--- src/rtl/wb_stage_pkg.sv ---
// Shared core definitions for the MiniMotorway writeback stage and load path.
package wb_stage_pkg;

    localparam int XLEN_DEF = 32;

    localparam logic [1:0] WB_SEL_ALU  = 2'd0;
    localparam logic [1:0] WB_SEL_LOAD = 2'd1;
    localparam logic [1:0] WB_SEL_PC4  = 2'd2;

    localparam logic [2:0] F3_LB  = 3'b000;
    localparam logic [2:0] F3_LH  = 3'b001;
    localparam logic [2:0] F3_LW  = 3'b010;
    localparam logic [2:0] F3_LBU = 3'b100;
    localparam logic [2:0] F3_LHU = 3'b101;

endpackage

--- src/rtl/wb_stage_if.sv ---
// MEM/WB payload in, register-file write port / forwarding bus / counters out.
interface wb_stage_if #(
    parameter int XLEN  = 32,
    parameter int CNT_W = 64
);
    logic             flush;
    logic             in_valid;
    logic             in_reg_write;
    logic [4:0]       in_rd;
    logic [1:0]       in_wb_sel;
    logic [2:0]       in_funct3;
    logic [1:0]       in_addr_lo;
    logic [XLEN-1:0]  in_alu_result;
    logic [XLEN-1:0]  in_pc_plus4;
    logic [XLEN-1:0]  in_load_data;

    logic [4:0]       rd;
    logic             reg_write;
    logic [XLEN-1:0]  write_data;
    logic             fwd_valid;
    logic [4:0]       fwd_rd;
    logic [XLEN-1:0]  fwd_data;
    logic             load_fault;
    logic [CNT_W-1:0] instret;

    // Upstream side (memory stage / test driver).
    modport master (
        output flush, in_valid, in_reg_write, in_rd, in_wb_sel, in_funct3,
               in_addr_lo, in_alu_result, in_pc_plus4, in_load_data,
        input  rd, reg_write, write_data, fwd_valid, fwd_rd, fwd_data,
               load_fault, instret
    );

    // Writeback stage side.
    modport slave (
        input  flush, in_valid, in_reg_write, in_rd, in_wb_sel, in_funct3,
               in_addr_lo, in_alu_result, in_pc_plus4, in_load_data,
        output rd, reg_write, write_data, fwd_valid, fwd_rd, fwd_data,
               load_fault, instret
    );
endinterface

--- src/rtl/wb_stage_load_align.sv ---
// Combinational load formatter: lane select, sign/zero extension, fault detect.
// Shared with the LSU, so it carries no clock or state.
module wb_stage_load_align
    import wb_stage_pkg::*;
#(
    parameter int XLEN = XLEN_DEF
) (
    input  logic [2:0]      funct3,
    input  logic [1:0]      addr_lo,
    input  logic [XLEN-1:0] raw,
    output logic [XLEN-1:0] data,
    output logic            fault
);

    logic [7:0]  byte_s;
    logic [15:0] half_s;

    // Pick the addressed byte and halfword lanes out of the aligned word.
    always_comb begin
        byte_s = 8'h00;
        case (addr_lo)
            2'd0:    byte_s = raw[7:0];
            2'd1:    byte_s = raw[15:8];
            2'd2:    byte_s = raw[23:16];
            2'd3:    byte_s = raw[31:24];
            default: byte_s = 8'h00;
        endcase
        if (addr_lo[1]) begin
            half_s = raw[31:16];
        end else begin
            half_s = raw[15:0];
        end
    end

    // Extend per load type; misaligned or unknown types fault with zero data.
    always_comb begin
        data  = {XLEN{1'b0}};
        fault = 1'b0;
        case (funct3)
            F3_LB:   data = {{(XLEN-8){byte_s[7]}}, byte_s};
            F3_LBU:  data = {{(XLEN-8){1'b0}}, byte_s};
            F3_LH: begin
                if (addr_lo[0]) begin
                    fault = 1'b1;
                end else begin
                    data = {{(XLEN-16){half_s[15]}}, half_s};
                end
            end
            F3_LHU: begin
                if (addr_lo[0]) begin
                    fault = 1'b1;
                end else begin
                    data = {{(XLEN-16){1'b0}}, half_s};
                end
            end
            F3_LW: begin
                if (addr_lo != 2'd0) begin
                    fault = 1'b1;
                end else begin
                    data = raw;
                end
            end
            default: fault = 1'b1;
        endcase
    end

endmodule

--- src/rtl/wb_stage.sv ---
// Writeback stage: registers the MEM/WB payload, selects the writeback value,
// drives the regfile write port and forwarding bus, and counts retirements.
module wb_stage
    import wb_stage_pkg::*;
#(
    parameter int XLEN  = XLEN_DEF,
    parameter int CNT_W = 64
) (
    input  logic       clk,
    input  logic       resetn,
    wb_stage_if.slave  bus
);

    logic             cap_s;
    logic [XLEN-1:0]  sel_data_s;
    logic             sel_we_s;
    logic             sel_fault_s;
    logic [XLEN-1:0]  ld_data_s;
    logic             ld_fault_s;

    logic             wb_valid_r;
    logic             wb_fault_r;
    logic [4:0]       wb_rd_r;
    logic [XLEN-1:0]  wb_data_r;
    logic             reg_write_r;
    logic             load_fault_r;
    logic [CNT_W-1:0] instret_r;

    wb_stage_load_align #(.XLEN(XLEN)) u_load_align (
        .funct3  (bus.in_funct3),
        .addr_lo (bus.in_addr_lo),
        .raw     (bus.in_load_data),
        .data    (ld_data_s),
        .fault   (ld_fault_s)
    );

    assign cap_s = bus.in_valid & ~bus.flush;

    // Writeback source mux; the reserved select suppresses the write silently.
    always_comb begin
        sel_data_s  = {XLEN{1'b0}};
        sel_we_s    = 1'b0;
        sel_fault_s = 1'b0;
        case (bus.in_wb_sel)
            WB_SEL_ALU: begin
                sel_data_s = bus.in_alu_result;
                sel_we_s   = bus.in_reg_write;
            end
            WB_SEL_LOAD: begin
                sel_data_s  = ld_data_s;
                sel_we_s    = bus.in_reg_write & ~ld_fault_s;
                sel_fault_s = ld_fault_s;
            end
            WB_SEL_PC4: begin
                sel_data_s = bus.in_pc_plus4;
                sel_we_s   = bus.in_reg_write;
            end
            default: begin
                sel_data_s = {XLEN{1'b0}};
                sel_we_s   = 1'b0;
            end
        endcase
    end

    // MEM/WB pipeline register; payload holds while nothing is captured.
    // The write strobe and fault pulse are precomputed so outputs are flops.
    always_ff @(posedge clk or negedge resetn) begin
        if (!resetn) begin
            wb_valid_r   <= 1'b0;
            wb_fault_r   <= 1'b0;
            wb_rd_r      <= 5'd0;
            wb_data_r    <= {XLEN{1'b0}};
            reg_write_r  <= 1'b0;
            load_fault_r <= 1'b0;
        end else begin
            wb_valid_r   <= cap_s;
            reg_write_r  <= cap_s & sel_we_s & (bus.in_rd != 5'd0);
            load_fault_r <= cap_s & sel_fault_s;
            if (cap_s) begin
                wb_fault_r <= sel_fault_s;
                wb_rd_r    <= bus.in_rd;
                wb_data_r  <= sel_data_s;
            end
        end
    end

    // Retired-instruction counter; faulted loads do not retire, wraps naturally.
    always_ff @(posedge clk or negedge resetn) begin
        if (!resetn) begin
            instret_r <= {CNT_W{1'b0}};
        end else if (wb_valid_r && !wb_fault_r) begin
            instret_r <= instret_r + CNT_W'(1);
        end
    end

    assign bus.rd         = wb_rd_r;
    assign bus.reg_write  = reg_write_r;
    assign bus.write_data = wb_data_r;
    assign bus.fwd_valid  = reg_write_r;
    assign bus.fwd_rd     = wb_rd_r;
    assign bus.fwd_data   = wb_data_r;
    assign bus.load_fault = load_fault_r;
    assign bus.instret    = instret_r;

endmodule

--- src/flat_wrapper.sv ---
// flat-port wrapper written by rule: the top's interface ports become plain ports
module wb_stage_flat import wb_stage_pkg::*;
#(
    parameter int XLEN  = XLEN_DEF,
    parameter int CNT_W = 64
)
  (clk, resetn, bus_flush, bus_in_valid, bus_in_reg_write, bus_in_rd, bus_in_wb_sel, bus_in_funct3, bus_in_addr_lo, bus_in_alu_result, bus_in_pc_plus4, bus_in_load_data, bus_rd, bus_reg_write, bus_write_data, bus_fwd_valid, bus_fwd_rd, bus_fwd_data, bus_load_fault, bus_instret);
  wb_stage_if #(.XLEN(XLEN), .CNT_W(CNT_W)) bus_i ();
  input  logic clk;
  input  logic resetn;
  input wire logic [$bits(bus_i.flush)-1:0] bus_flush;
  input wire logic [$bits(bus_i.in_valid)-1:0] bus_in_valid;
  input wire logic [$bits(bus_i.in_reg_write)-1:0] bus_in_reg_write;
  input wire logic [$bits(bus_i.in_rd)-1:0] bus_in_rd;
  input wire logic [$bits(bus_i.in_wb_sel)-1:0] bus_in_wb_sel;
  input wire logic [$bits(bus_i.in_funct3)-1:0] bus_in_funct3;
  input wire logic [$bits(bus_i.in_addr_lo)-1:0] bus_in_addr_lo;
  input wire logic [$bits(bus_i.in_alu_result)-1:0] bus_in_alu_result;
  input wire logic [$bits(bus_i.in_pc_plus4)-1:0] bus_in_pc_plus4;
  input wire logic [$bits(bus_i.in_load_data)-1:0] bus_in_load_data;
  output wire logic [$bits(bus_i.rd)-1:0] bus_rd;
  output wire logic [$bits(bus_i.reg_write)-1:0] bus_reg_write;
  output wire logic [$bits(bus_i.write_data)-1:0] bus_write_data;
  output wire logic [$bits(bus_i.fwd_valid)-1:0] bus_fwd_valid;
  output wire logic [$bits(bus_i.fwd_rd)-1:0] bus_fwd_rd;
  output wire logic [$bits(bus_i.fwd_data)-1:0] bus_fwd_data;
  output wire logic [$bits(bus_i.load_fault)-1:0] bus_load_fault;
  output wire logic [$bits(bus_i.instret)-1:0] bus_instret;
  assign bus_i.flush = bus_flush;
  assign bus_i.in_valid = bus_in_valid;
  assign bus_i.in_reg_write = bus_in_reg_write;
  assign bus_i.in_rd = bus_in_rd;
  assign bus_i.in_wb_sel = bus_in_wb_sel;
  assign bus_i.in_funct3 = bus_in_funct3;
  assign bus_i.in_addr_lo = bus_in_addr_lo;
  assign bus_i.in_alu_result = bus_in_alu_result;
  assign bus_i.in_pc_plus4 = bus_in_pc_plus4;
  assign bus_i.in_load_data = bus_in_load_data;
  assign bus_rd = bus_i.rd;
  assign bus_reg_write = bus_i.reg_write;
  assign bus_write_data = bus_i.write_data;
  assign bus_fwd_valid = bus_i.fwd_valid;
  assign bus_fwd_rd = bus_i.fwd_rd;
  assign bus_fwd_data = bus_i.fwd_data;
  assign bus_load_fault = bus_i.load_fault;
  assign bus_instret = bus_i.instret;
  wb_stage #(.XLEN(XLEN), .CNT_W(CNT_W)) u_core (.clk(clk), .resetn(resetn), .bus(bus_i));
endmodule
--- config.mk ---
export PLATFORM = sky130hd
export DESIGN_NAME = wb_stage_flat
export DESIGN_NICKNAME = d
export VERILOG_FILES = /design/src/rtl/wb_stage_pkg.sv /design/src/rtl/wb_stage_if.sv /design/src/rtl/wb_stage_load_align.sv /design/src/rtl/wb_stage.sv /design/src/flat_wrapper.sv
export SDC_FILE = /design/constraint.sdc
export NUM_CORES = 1
export LEC_CHECK = 0
export CAP_MARGIN = 20
export CORE_AREA = 2 2 105 127
export CTS_BUF_LIST = sky130_fd_sc_hd__clkbuf_4 sky130_fd_sc_hd__clkbuf_8
export CTS_CLUSTER_SIZE = 12
export DETAILED_ROUTE_END_ITERATION = 10
export DIE_AREA = 0 0 107 129
export PLACE_DENSITY_LB_ADDON = 0.08
export SYNTH_ARGS = -nofsm -noshare
export SYNTH_HDL_FRONTEND = slang
export SYNTH_SLANG_ARGS = --single-unit
--- constraint.sdc ---
create_clock -name clk -period 5.1 [get_ports clk]
set_clock_uncertainty 0.15 [all_clocks]
set_input_delay 0.51 -clock clk [delete_from_list [all_inputs] [get_ports clk]]
set_output_delay 0.51 -clock clk [all_outputs]
set_load 0.01 [all_outputs]
* Word-level counts from Yosys, hierarchy flattened
Index checks and enable logic that the tools add are counted.
** Storage, ports and cells
- Word-level logic and storage cells :: 46
- Register bits :: 105
** Operators by class
- Add/subtract/negate cells :: 1
- Eq/ne operators :: 9
- Mux-type cells :: 12
- Bitwise gates (word level) :: 7
- Reductions and logical operators :: 10
** Operators with widths (count)
- 32-bit case mux with 5 select lines :: 1
- 32-bit case mux with 3 select lines :: 1
- 64-bit by 1-bit adder with 64-bit output (second input constant) :: 1
- 32-bit 2-to-1 mux :: 2
- 16-bit 2-to-1 mux :: 2
- 8-bit case mux with 4 select lines :: 1
- 2-bit == test (second input constant) :: 3
- 3-bit == test (second input constant) :: 2
- 2-bit OR reduction :: 3
- 1-bit AND :: 5
- 5-bit nonzero test :: 1
- 2-bit by 1-bit == test with 1-bit output (second input constant) :: 2
- 2-bit logical NOT :: 2
- 3-bit by 1-bit == test with 1-bit output (second input constant) :: 1
- 3-bit by 2-bit == test with 1-bit output (second input constant) :: 1
- 3-bit logical NOT :: 1
- 1-bit 2-to-1 mux :: 3
- 1-bit case mux with 3 select lines :: 1
- 1-bit inverter :: 2
- 1-bit case mux with 2 select lines :: 1
- 2-bit nonzero test :: 1
- 1-bit logical AND :: 1
- 1-bit logical NOT :: 1

* Depth between registers and ports, before layout
- Depth after elaboration :: 8
- Gate-level depth with buffers :: 8
- Depth with buffers taken out :: 6

* Hierarchy
A second synthesis with hierarchy kept.
** Unflattened totals
- Cell total of the unflattened synthesis :: 672
- Area, all modules :: 6284.8 µm²
** By module, submodules not included
- wb_stage :: seq. area each 2627.5 µm², cells each 564, times used 1, area each 5484.0 µm²
- wb_stage_load_align :: seq. area each 0.0 µm², cells each 108, times used 1, area each 800.8 µm²

* Least setup slack after synthesis
OpenSTA, ideal clock, no wires.
- Path kind :: input to register
- Start point :: in bus_in_wb_sel[1]
- End point :: reg u_core.wb_data_r[28], in the netlist u_core.bus.fwd_data[28]
- Library setup time :: 0.126 ns
- Path slack :: 2.965 ns
- Arrival time :: 1.859 ns
- Cell stages on the path :: 4
- Data required time :: 4.824 ns
- Cell sequence :: clkbuf_1 > clkbuf_1 > mux2_2 > a221o_1
** On the way
- Word-level cells in the longest chain between the ends :: 2
** RTL lines
- start: declaration :: line flat_wrapper.sv:15 : input wire logic [$bits(bus_i.in_wb_sel)-1:0] bus_in_wb_sel;
- 2-bit == test, or another cell as far along :: line wb_stage.sv:44 : case (bus.in_wb_sel)
- 32-bit case mux with 3 select lines * :: line wb_stage.sv:44
- end signal: assignment :: line wb_stage.sv:72 : wb_data_r <= {XLEN{1'b0}};
- end signal: assignment :: line wb_stage.sv:82 : wb_data_r <= sel_data_s;
- end: declaration :: line wb_stage.sv:24 : logic [XLEN-1:0] wb_data_r;
Every way passes the cells marked *; elsewhere a longest branch is shown, timed or not.
A chain may end at the register's enable or synchronous reset.

* Worst setup path in the final report
- Start point :: in bus_flush
- End point :: reg u_core.wb_data_r[15], in the netlist u_core.bus.fwd_data[15]
** On the way
- Word-level cells in the longest chain between the ends :: 2
** RTL lines
- start: declaration :: line flat_wrapper.sv:11 : input wire logic [$bits(bus_i.flush)-1:0] bus_flush;
- 1-bit inverter :: line wb_stage.sv:37 : assign cap_s = bus.in_valid & ~bus.flush;
- 1-bit AND :: line wb_stage.sv:37
- named net u_core.cap_s :: line wb_stage.sv:14 : logic cap_s;
The timed path passes the listed nets, and every way through them passes these cells.

==> flow_summary.ini <==
[outcome]
status = completed

[cts]
h-tree-depth = 3
cts_setup_buffers = 0
clockRootBuffer = clkbuf_8
cts_made_buffers = 9
insertion_delay_ns = 0.36
cts_max_path_buffers = 2
cts_tree = done
cts_sinks = 105
clkTransAtPathRegs_ns = 0.09
cts_hold_buffers = 0
cts_resized = 0

[setup_path]
cp_data_arrival_time_ns = 3.05
crit_required_ns = 5.20
cp-end-kind = flop
r2r_end = u_core.bus.instret[31]
critPathKind = primary input to flop
cpPeakStageDelay_ns = 0.64
crit_chain = clkdlybuf4s50_1, nand2b_2, clkinv_1, nand2b_1, nor2_1, a221o_1
startpoint_type = primary input
r2r-start = u_core.wb_fault_r
slowest_stage = nand2b_2
worstPathMaxFanout = 41
ff2ff_setup_slack_ns = 2.24
reg2regPathDepth = 5

[place]
dp_slack_ns = 1.79
io_buffers = 253
dp_hpwl_um = 13500
gp_congestion = 0.950

[routing]
drt_wl_total_um = 17200
drtIter0Drc = 340
dr.pass1.iters = 5
drc = 0
ant_nets = 0
wl_per_cell_um = 17.8
vias_per_cell = 5.43
vias = 5250

[synth]
synth.area.mux_share = 0.0651
synth_top_cell_by_area = dfrtp_1
synthSimpleGateAreaFrac = 0.194
synth_top_family_by_area = simple AND/OR/NAND/NOR gates
synthesis.instances = 598
synth.most_common_cell = dfrtp_1
synth-xor-area-share = 0.0936
yosys_register_bits = 105
syn_area_per_cell_um2 = 9.86
yosys_warnings = 0
ys_seq_area_frac = 0.446
yosys.area.top_type_share = 0.446
ys_types = 49
synth_fa_ha_area_frac = 0.00212
async_flop_share = 1.00
synth_edf_count = 0
synth_compound_area_frac = 0.124
synthesis.area_um2 = 5900
syn_nets = 712
synth_ff_type = dfrtp_1
synthTopCellsByArea = dfrtp_1 45%, xor2_1 5.8%, a221o_1 5.6%, buf_4 4.8%, nand2_1 3.9%
ys_top_cells_by_count = 105 x dfrtp_1, 61 x nand2_1, 40 x nor2_1

[layout]
syn_to_final_growth_pct = 42.6
nets = 912
drive_gt1_frac = 0.0611
num_antenna_cells = 0

[timing]
max_freq_ghz = 0.339
relSlewSlack = 0.397
rsz0062_at_grt = false
post-route-period-util = 0.578
drv_slew = 0
worst_slack_ns = 2.15
tightest_slew_ns = 0.902
hold_viol_final = 0
setup_viol = 0
setup-tns-final_ns = 0
post-route-min-period_ns = 2.95

[hold_path]
hp-class = primary input to asynchronous set/reset pin

[global_routing]
grt_max_degree = 60
gr-usage-all-layers = 0.251
grt_first_pass_wirelength_um = 27200
grt_pass1_vias = 5488
antenna_found_initial = 0
gr-total-overflow = 0

[floorplan]
start_util = 0.470
core-area_um2 = 12600
dieHeight_um = 129
die_area_um2 = 13800
die_width_um = 107
ios = 254
rows = 45

[pwr]
p_leak_nw = 3.57
p_per_area_nw_per_um2 = 233
ir_worst_vdd_v = 0.000125

[job]
maxCapViolCount = 0
[cell usage in the layout (no fill, tap or decap), types with 2 or more instances in the layout]
master | synthesis | layout
clkdlybuf4s50_1 | 0 | 251
nand4_4 | 2 | 2
and3_1 | 7 | 7
inv_1 | 10 | 10
clkinvlp_4 | 0 | 2
nor4_1 | 7 | 7
clkbuf_8 | 0 | 10
nor3b_2 | 2 | 2
mux2i_1 | 17 | 17
nor4_2 | 2 | 2
and2_1 | 4 | 4
mux2_2 | 17 | 17
buf_4 | 38 | 3
a21oi_1 | 32 | 32
a221o_1 | 33 | 33
o22ai_1 | 7 | 7
xnor2_1 | 24 | 24
a31oi_1 | 7 | 7
nor2b_1 | 10 | 10
a22oi_1 | 7 | 7
o21ai_0 | 8 | 8
nor2_1 | 40 | 40
nand3_1 | 21 | 21
xor2_1 | 39 | 39
nand2_1 | 61 | 61
nor3_1 | 23 | 23
nand2b_1 | 11 | 10
dfrtp_1 | 105 | 105
nand4_1 | 13 | 13
and4_1 | 5 | 5
[area by class of cell]
cell class	instances	area [µm²]
Clock buffer	11	145
Clock inverter	4	28.8
Fill cell	1011	4140
Inverter	11	41.3
Multi-Input combinational cell	416	2820
Sequential cell	105	2630
Tap cell	164	205
Timing Repair Buffer	255	2540
[kinds of logic after synthesis]
kind of cell,Yosys count
adder cells (fa/ha/maj),1
AND/OR/NAND/NOR,216
buffers and inverters,77
XOR/XNOR,63
flip-flops,105
multiplexers,35
AO/OA/AOI/OAI,101
[worst max-delay path by stage]
stage | startpoint | end | slack [ns] | depth (start not counted)
after floorplan | bus_in_wb_sel[1] | u_core.bus.fwd_data[28] | 2.96 | 4
after global placement | bus_flush | u_core.bus.fwd_data[15] | 1.87 | 6
after detailed placement | bus_flush | u_core.bus.fwd_data[8] | 1.79 | 6
after CTS | bus_flush | u_core.bus.fwd_data[8] | 2.19 | 6
after global routing | bus_flush | u_core.bus.fwd_data[28] | 1.89 | 6
final | bus_flush | u_core.bus.fwd_data[15] | 2.15 | 6
[worst max-delay path: cells and delay by family]
| kind | cells | cell delay, ns |
|---|---|---|
| AO/OA/AOI/OAI | 1 | 0.28 |
| buffers and inverters | 2 | 0.88 |
| AND/OR/NAND/NOR | 3 | 1.35 |
[metrics by stage]
step	instance area, µm²	utilization	instances	power, mW	hold WS [ns]
3_5_place_dp	8230	0.656	950	1.50	0.317
2_1_floorplan	5900	-	598	1.20	0.0644
3_3_place_gp	8230	0.656	950	1.50	0.308
6_report	8410	0.670	966	1.96	0.0593
5_1_grt	8410	0.670	966	2.05	0.0990
4_1_cts	8400	0.669	965	1.98	0.0811
[routing by layer]
metal / part of all wire / vias up / global-route usage
li1: - / 2492 / -
met1: 0.39 / 2502 / 0.293
met2: 0.53 / 222 / 0.459
met3: 0.061 / 34 / 0.0446
met4: 0.024 / 0 / 0.0901
met5: 0 / - / 0
[where the power goes]
group	internal [mW]	leakage, nW	switching [mW]
Combinational	0.313	2.06	0.205
Clock	0.195	0.0852	0.280
Sequential	0.892	1.42	0.0759
Total	1.40	3.57	0.561
[flip-flops by register name (all words and copies together), names as in the netlist]
signal / flops
u_core.bus.instret: 64
u_core.bus.load_fault: 1
u_core.bus.fwd_valid: 1
u_core.wb_fault_r: 1
u_core.bus.fwd_rd: 5
u_core.bus.fwd_data: 32
u_core.wb_valid_r: 1
Note: power is estimated with default switching activity, not from simulation.
